## config.mk

```make
export PLATFORM = sky130hd
export DESIGN_NAME = pwm_duty_capture
export DESIGN_NICKNAME = d
export VERILOG_FILES = /design/src/rtl/pwm_duty_capture.sv
export SDC_FILE = /design/constraint.sdc
export NUM_CORES = 1
export LEC_CHECK = 0
export BUFFER_PORTS_ARGS = -buffer_cell sky130_fd_sc_hd__buf_2
export CAP_MARGIN = 0
export CORE_MARGIN = 10
export CORE_UTILIZATION = 56
export CTS_BUF_LIST = sky130_fd_sc_hd__clkbuf_8
export CTS_CLUSTER_SIZE = 24
export DETAILED_ROUTE_END_ITERATION = 8
export GPL_TIMING_DRIVEN = 0
export HOLD_SLACK_MARGIN = 0.05
export PLACE_DENSITY = 0.79
export SLEW_MARGIN = 0
export SYNTH_ARGS = -nofsm -noshare
export SYNTH_HDL_FRONTEND = slang
export SYNTH_SLANG_ARGS = --single-unit
```

## constraint.sdc

```tcl
create_clock -name clk -period 2.05 [get_ports clk]
set_input_delay 0.615 -clock clk [delete_from_list [all_inputs] [get_ports clk]]
set_output_delay 0.615 -clock clk [all_outputs]
set_load 0.01 [all_outputs]
```

## src/rtl/pwm_duty_capture.sv

```systemverilog
// Servo PWM capture: synchronise and deglitch pwm_in, then measure
// high time and rise-to-rise period in clk cycles with loss detection.
module pwm_duty_capture #(
  parameter int unsigned SYNC_STAGES = 2,
  parameter int unsigned FILTER      = 4,
  parameter int unsigned DUTY_MIN    = 25_000,
  parameter int unsigned DUTY_MAX    = 125_000,
  parameter int unsigned PERIOD_MAX  = 1_100_000
) (
  input  logic        clk,
  input  logic        rst_n,
  input  logic        pwm_in,
  output logic [19:0] duty_out,
  output logic        duty_valid,
  output logic [20:0] period_out,
  output logic        range_err,
  output logic        signal_lost
);

  localparam int unsigned FW = $clog2(FILTER + 1);
  localparam logic [20:0] SETTLE = 21'(SYNC_STAGES + FILTER - 1);
  localparam logic [20:0] DMIN = 21'(DUTY_MIN);
  localparam logic [20:0] DMAX = 21'(DUTY_MAX);
  localparam logic [20:0] TMAX = 21'(PERIOD_MAX - 1);
  localparam logic [FW-1:0] FLAST = FW'(FILTER - 1);

  typedef enum logic [1:0] {
    SYNC,
    ARMED,
    HIGH,
    LOW
  } state_e;

  state_e state_q, state_d;

  logic [SYNC_STAGES-1:0] sync_q, sync_d;
  logic [FW-1:0] flt_cnt_q, flt_cnt_d;
  logic pwm_f_q, pwm_f_d;
  logic pwm_p_q;
  logic pwm_s;
  logic rise, fall, strobe;

  logic [20:0] hi_q, hi_d;
  logic [20:0] per_q, per_d;
  logic [20:0] to_q, to_d;
  logic [19:0] duty_q, duty_d;
  logic [20:0] period_q, period_d;
  logic dv_q, dv_d;
  logic re_q, re_d;
  logic lost_q, lost_d;

  function automatic logic [20:0] sat_inc(input logic [20:0] v);
    return (v == '1) ? v : v + 21'd1;
  endfunction

  assign pwm_s  = sync_q[SYNC_STAGES-1];
  assign rise   = pwm_f_q & ~pwm_p_q;
  assign fall   = ~pwm_f_q & pwm_p_q;
  assign strobe = rise | fall;

  always_comb begin
    sync_d = {sync_q[SYNC_STAGES-2:0], pwm_in};
  end

  // Level moves only on the FILTER-th agreeing sample, so both edges
  // see the same delay and widths survive unchanged.
  always_comb begin
    flt_cnt_d = '0;
    pwm_f_d   = pwm_f_q;
    if (pwm_s != pwm_f_q) begin
      if (flt_cnt_q == FLAST) begin
        pwm_f_d = pwm_s;
      end else begin
        flt_cnt_d = flt_cnt_q + 1'b1;
      end
    end
  end

  always_comb begin
    state_d  = state_q;
    hi_d     = hi_q;
    per_d    = per_q;
    to_d     = to_q;
    duty_d   = duty_q;
    period_d = period_q;
    dv_d     = 1'b0;
    re_d     = 1'b0;
    lost_d   = lost_q;

    unique case (state_q)
      // Arm only once the whole front end has settled low; a pin
      // already high at reset must not look like a fresh rise.
      SYNC: begin
        if (!pwm_f_q && !pwm_s && flt_cnt_q == '0) begin
          if (to_q == SETTLE) begin
            state_d = ARMED;
            to_d    = '0;
          end else begin
            to_d = to_q + 21'd1;
          end
        end else begin
          to_d = '0;
        end
      end
      ARMED: begin
        if (rise) begin
          state_d = HIGH;
          hi_d    = 21'd1;
          per_d   = 21'd1;
        end
      end
      HIGH: begin
        hi_d  = sat_inc(hi_q);
        per_d = sat_inc(per_q);
        if (fall) begin
          state_d = LOW;
          if (hi_q >= DMIN && hi_q <= DMAX) begin
            duty_d = hi_q[19:0];
            dv_d   = 1'b1;
            lost_d = 1'b0;
          end else begin
            re_d = 1'b1;
          end
        end
      end
      LOW: begin
        per_d = sat_inc(per_q);
        if (rise) begin
          state_d  = HIGH;
          period_d = per_q;
          hi_d     = 21'd1;
          per_d    = 21'd1;
        end
      end
      default: state_d = SYNC;
    endcase

    if (state_q != SYNC) begin
      if (strobe) begin
        to_d = '0;
      end else if (to_q == TMAX) begin
        lost_d  = 1'b1;
        state_d = SYNC;
        to_d    = '0;
      end else begin
        to_d = to_q + 21'd1;
      end
    end
  end

  always_ff @(posedge clk or negedge rst_n) begin
    if (!rst_n) begin
      state_q   <= SYNC;
      sync_q    <= '0;
      flt_cnt_q <= '0;
      pwm_f_q   <= 1'b0;
      pwm_p_q   <= 1'b0;
      hi_q      <= '0;
      per_q     <= '0;
      to_q      <= '0;
      duty_q    <= '0;
      period_q  <= '0;
      dv_q      <= 1'b0;
      re_q      <= 1'b0;
      lost_q    <= 1'b0;
    end else begin
      state_q   <= state_d;
      sync_q    <= sync_d;
      flt_cnt_q <= flt_cnt_d;
      pwm_f_q   <= pwm_f_d;
      pwm_p_q   <= pwm_f_q;
      hi_q      <= hi_d;
      per_q     <= per_d;
      to_q      <= to_d;
      duty_q    <= duty_d;
      period_q  <= period_d;
      dv_q      <= dv_d;
      re_q      <= re_d;
      lost_q    <= lost_d;
    end
  end

  assign duty_out    = duty_q;
  assign duty_valid  = dv_q;
  assign period_out  = period_q;
  assign range_err   = re_q;
  assign signal_lost = lost_q;

endmodule

```

**After elaboration in Yosys (flattened, before gate mapping)**

Cells that the tools add are included.

- Flip-flop bits (word level): 116
- Input port bits: 3
- Output and inout bits: 44
- Logic and storage cells: 87

- Add/subtract/negate cells: 4
- Order comparisons: 2
- Eq/ne operators: 12
- Muxes and demuxes: 34
- Bitwise logic cells: 5
- Reductions and logical operators: 17

Operators by type and width:

| cell | count |
|---|---|
| $mux W21 | 10 |
| $add A21 B1 Y21 const B | 3 |
| $eq A21 B21 Y1 const B | 3 |
| $pmux W21 S3 | 1 |
| $pmux W21 S2 | 1 |
| $eq A21 B3 Y1 const B | 1 |
| $ge A21 B15 Y1 const B | 1 |
| $le A21 B17 Y1 const B | 1 |
| $mux W2 | 7 |
| $mux W1 | 12 |
| $mux W3 | 2 |
| $pmux W2 S3 | 1 |
| $reduce_and A2 Y1 | 3 |
| $reduce_and A3 Y1 | 2 |
| $reduce_bool A2 Y1 | 3 |
| $eq A2 B2 Y1 const B | 2 |
| $ne A2 B2 Y1 const B | 2 |
| $add A3 B1 Y3 const B | 1 |
| $eq A3 B2 Y1 const B | 1 |
| $logic_and A1 B1 Y1 | 3 |
| $logic_not A3 Y1 | 1 |
| $reduce_bool A3 Y1 | 1 |
| $and A1 B1 Y1 | 2 |
| $eq A2 B1 Y1 const B | 1 |
| other kinds (7) | 9 |

**Longest topological paths before layout**

- Word-level depth: 8
- Gate-level depth with buffers: 8
- Mapped depth without buffers: 6

**Least setup slack after synthesis**

No wires, ideal clock.

- Path kind: reg-to-reg
- Start: register hi_q[4]
- End: register duty_q[10] (netlist: duty_out[10])
- Setup time: 0.125 ns
- Data arrival time: 1.983 ns
- Required time: 1.925 ns
- Setup slack: -0.058 ns
- Cell stages (with the launch flop): 8
- Buffers on the path: 2
- Period minus slack after synthesis: 2.108 ns
- Path through: dfrtp_1 -> buf_6 -> nor4b_1 -> a21o_1 -> a31oi_1 -> or4_4 -> buf_6 -> mux2_4

- Longest elaborated chain between the ends: 3
- Elaborated cells between the ends (all ways): 4
- Classes of those cells: 2 x order compare; 2 x reduce/logical

RTL lines:

| what | line | source |
|---|---|---|
| start, declared | 43 | `logic [20:0] hi_q, hi_d;` |
| start signal, assigned | 172 | `hi_q <= hi_d;` |
| $ge A21 B15 Y1 or $le A21 B17 Y1 (tied branches) | 117 | `if (hi_q >= DMIN && hi_q <= DMAX) begin` |
| $logic_and A1 B1 Y1 (*) | 117 |  |
| $reduce_and A3 Y1 (no line) (*) | - |  |
| end signal, assigned | 175 | `duty_q <= duty_d;` |
| end, declared | 46 | `logic [19:0] duty_q, duty_d;` |

Mark *: on every way between the ends. The rest lies on a longest branch, timed or not.
A chain may end at the register's enable or synchronous reset.

**Worst setup path after layout**

- Start: register hi_q[7]
- End: register duty_q[11] (netlist: duty_out[11])

The elaborated chain is that of the path after synthesis.

==> flow_summary.yaml <==
cts:
  clock_path_buffers: 2
  root_buffer: "clkbuf_8"
  hold_buffers: 0
  cts_buffers: 17
  insertion_delay_ns: 0.43
  cts.sinks: 116
  clk_pin_slew_ns: 0.08
  cts_tree: "done"
  htreeDepth: 4
synthesis:
  synthDominantAreaCellType: "dfrtp_1"
  yosysWarnings: 0
  ys_ff_latch: 116
  synth_seq_area_share_pct: 52.78
  syn_area_per_cell_um2: 10.78
  synth_ff_type: "dfrtp_1"
  synth_top_cell_area_share_pct: 52.78
  synth_nets: 523
  synth_edf_count: 0
  ys_types: 49
  syn_inst: 510
  synthArstFlopShare_pct: 100.0
  yosys-top-cells-area: "dfrtp_1, xnor2_1, nor2_1"
  netlist_area_um2: 5500
critical_path:
  worstSetupPathType: "reg2reg"
  crit_family: "simple AND/OR/NAND/NOR gates"
  critPathSlowestCell: "or4_4"
  cp-end-kind: "flop"
  arrival_ns: 2.48
  start_kind: "flop"
  cp_max_fo: 10
  crit_chain: "buf_6 -> o211ai_1 -> o21ai_2 -> a311oi_2 -> or4_4 -> buf_8 -> mux2_4"
  required_ns: 2.36
  worst-path-buf-inv: 2
  cpPeakStageDelay_ns: 0.61
final_layout:
  final_core_util_pct: 67.91
  multiInputGateArea_um2: 2582
  num-nets-final: 591
  synthToLayoutAreaGrowth_pct: 19.56
  final-seq-area_um2: 2914
  n_antenna_cell: 0
  fillCellCount: 698
  drive_gt1_share_pct: 29.10
run:
  maxCapViolations: 0
timing:
  min_period_ns: 2.170
  whs_ns: 0.1663
  setup_tns_ns: -1.814
  finalWorstSetupSlack_ns: -0.1203
  finalSetupViolCount: 16
  fmaxAchievable_mhz: 460.8
  rsz0062_at_grt: "yes"
  clock_skew_ns: 0.01133
  period_share_pct: 105.9
  slew_headroom_pct: 59.06
  worst_pin_slew_ns: 0.6141
  drv_slew: 0
  hold_violations: 0
power_and_ir_drop:
  switching_share_pct: 30.56
  p_per_area_nw_per_um2: 883.6
  p_leak_nw: 3.140
  peakVddDrop_uv: 612.1
  p_int_mw: 4.035
  p_seq_share_pct: 44.8
  p_clk_share_pct: 38.6
  power.total_mw: 5.811
  switching_power_mw: 1.776
  combPwrFrac_pct: 16.6
placed_design:
  hpwl_um: 7981
  port-buffer-count: 46
  gp_congestion: 0.8773
detailed_routing:
  post_drt_via_cell_ratio: 5.616
  drt_iter0_markers: 325
  routed_wl_um: 11960
  first_pass_iters: 5
  wire_per_inst_um: 16.51
  postRouteAntennaNets: 0
  vias: 4066
  drc: 0
grt:
  grt_pass1_wl_um: 20200
  antenna_found_initial: 0
  track_usage_pct: 17.12
  grt_max_degree: 76
  grt_pass1_vias: 4186
  overflow: 0
floorplanning:
  die_w_um: 119.1
  placementRows: 36
  ioPinCount: 47
  core_area_um2: 9684
  die_h_um: 119.1
  start_util_pct: 56.80
  die_area_um2: 14190
status:
  outcome: "finished, violations left"
  violations: "setup timing"
hold_path:
  min_path_type: "in2async"
==> layer usage <==
| metal | up-vias | global-route usage (%) | routed length, um |
|---|---|---|---|
| met3 | 17 | 4.960 | 533 |
| met5 | - | 0 | 0 |
| met2 | 98 | 27.46 | 5936 |
| met4 | 0 | 6.489 | 193 |
| li1 | 1942 | - | - |
| met1 | 2009 | 21.47 | 5291 |
==> cell usage after synthesis (all sizes together), types with 5 or more instances <==
| master | number |
|---|---|
| nor4 | 18 |
| nor2 | 67 |
| and2 | 7 |
| a21oi | 11 |
| nand4 | 10 |
| a211oi | 8 |
| mux2 | 38 |
| and4 | 11 |
| buf | 10 |
| xor2 | 7 |
| or4 | 5 |
| nor3 | 13 |
| and3 | 8 |
| dfrtp | 116 |
| xnor2 | 35 |
| ha | 10 |
| nand2 | 44 |
| nand3 | 23 |
| clkbuf | 15 |
| inv | 10 |
| o21ai | 6 |
==> power by group through the flow <==
stage / registers (mW) / logic, mW / clock network, mW
floorplan: 2.61 / 0.657 / 0
CTS: 2.60 / 0.963 / 2.27
global route: 2.63 / 1.09 / 2.39
detailed placement: 2.64 / 0.935 / 0
global placement: 2.63 / 0.885 / 0
finish: 2.61 / 0.965 / 2.24
==> placed cells by master, fill, tap and decap left out, types with 11 or more instances in the layout <==
cell type and instances:
nor4_1 14, nand3_1 22, mux2_2 21, nand2_1 43, dfrtp_1 107, nor2_1 67
buf_2 45, buf_4 12, clkbuf_8 18, a21oi_1 11, mux2_4 17, xnor2_1 35
==> repair_timing <==
action                     CTS  global route
buffers inserted             5             4
setup endpoints to repair   53            69
gates resized for setup     23            29
pin swaps                    1             2
==> kinds of logic (layout without fill, tap and decap cells) <==
| group | count (synthesis) | in the layout | share of synthesized area (%) |
|---|---|---|---|
| AO/OA/AOI/OAI | 49 | 49 | 6.165 |
| multiplexers | 42 | 42 | 9.600 |
| adder cells (fa/ha/maj) | 10 | 10 | 2.275 |
| flip-flops | 116 | 116 | 52.78 |
| AND/OR/NAND/NOR | 216 | 216 | 19.63 |
| buffers and inverters | 35 | 116 | 2.866 |
| XOR/XNOR | 42 | 42 | 6.688 |
==> path summary, 6_finish.rpt <==
path                            from            to  slack, ns  cells past startpoint
setup / recovery             hi_q[7]  duty_out[11]      -0.12                      7
hold / removal                 rst_n  duty_out[13]       0.17                      1
setup reg to reg             hi_q[7]  duty_out[11]      -0.12                      7
hold reg to reg            sync_q[0]     sync_q[1]       0.35                      0
max in group asynchronous      rst_n     per_q[12]       1.13                      2
min in group clk              pwm_in     sync_q[0]       0.29                      1
==> registers in the layout, summed over array words and instances, names as in the netlist <==
name,cells
duty_out,20
duty_valid,1
flt_cnt_q,3
hi_q,21
per_q,21
period_out,21
pwm_f_q,1
pwm_p_q,1
range_err,1
signal_lost,1
state_q,2
sync_q,2
to_q,21
==> area by class of cell <==
class                           count  share of cell area [%]
Sequential cell                   116                   44.31
Inverter                           10                  0.5708
Clock buffer                       18                   3.767
Tap cell                          133                   2.530
Multi-Input combinational cell    359                   39.27
Buffer                             18                   1.922
Timing Repair Buffer               56                   4.985
Clock inverter                     14                   2.645
==> through the flow <==
stage	area, um2	setup slack [ns]	instances
after global routing	6576	-0.1997	724
after CTS	6456	-0.06866	725
after floorplan	5508	0.002634	510
after global placement	5904	-0.9344	689
after detailed placement	5934	-0.2578	690
final	6576	-0.1203	724
No activity file was read; power rests on OpenSTA's default activity.
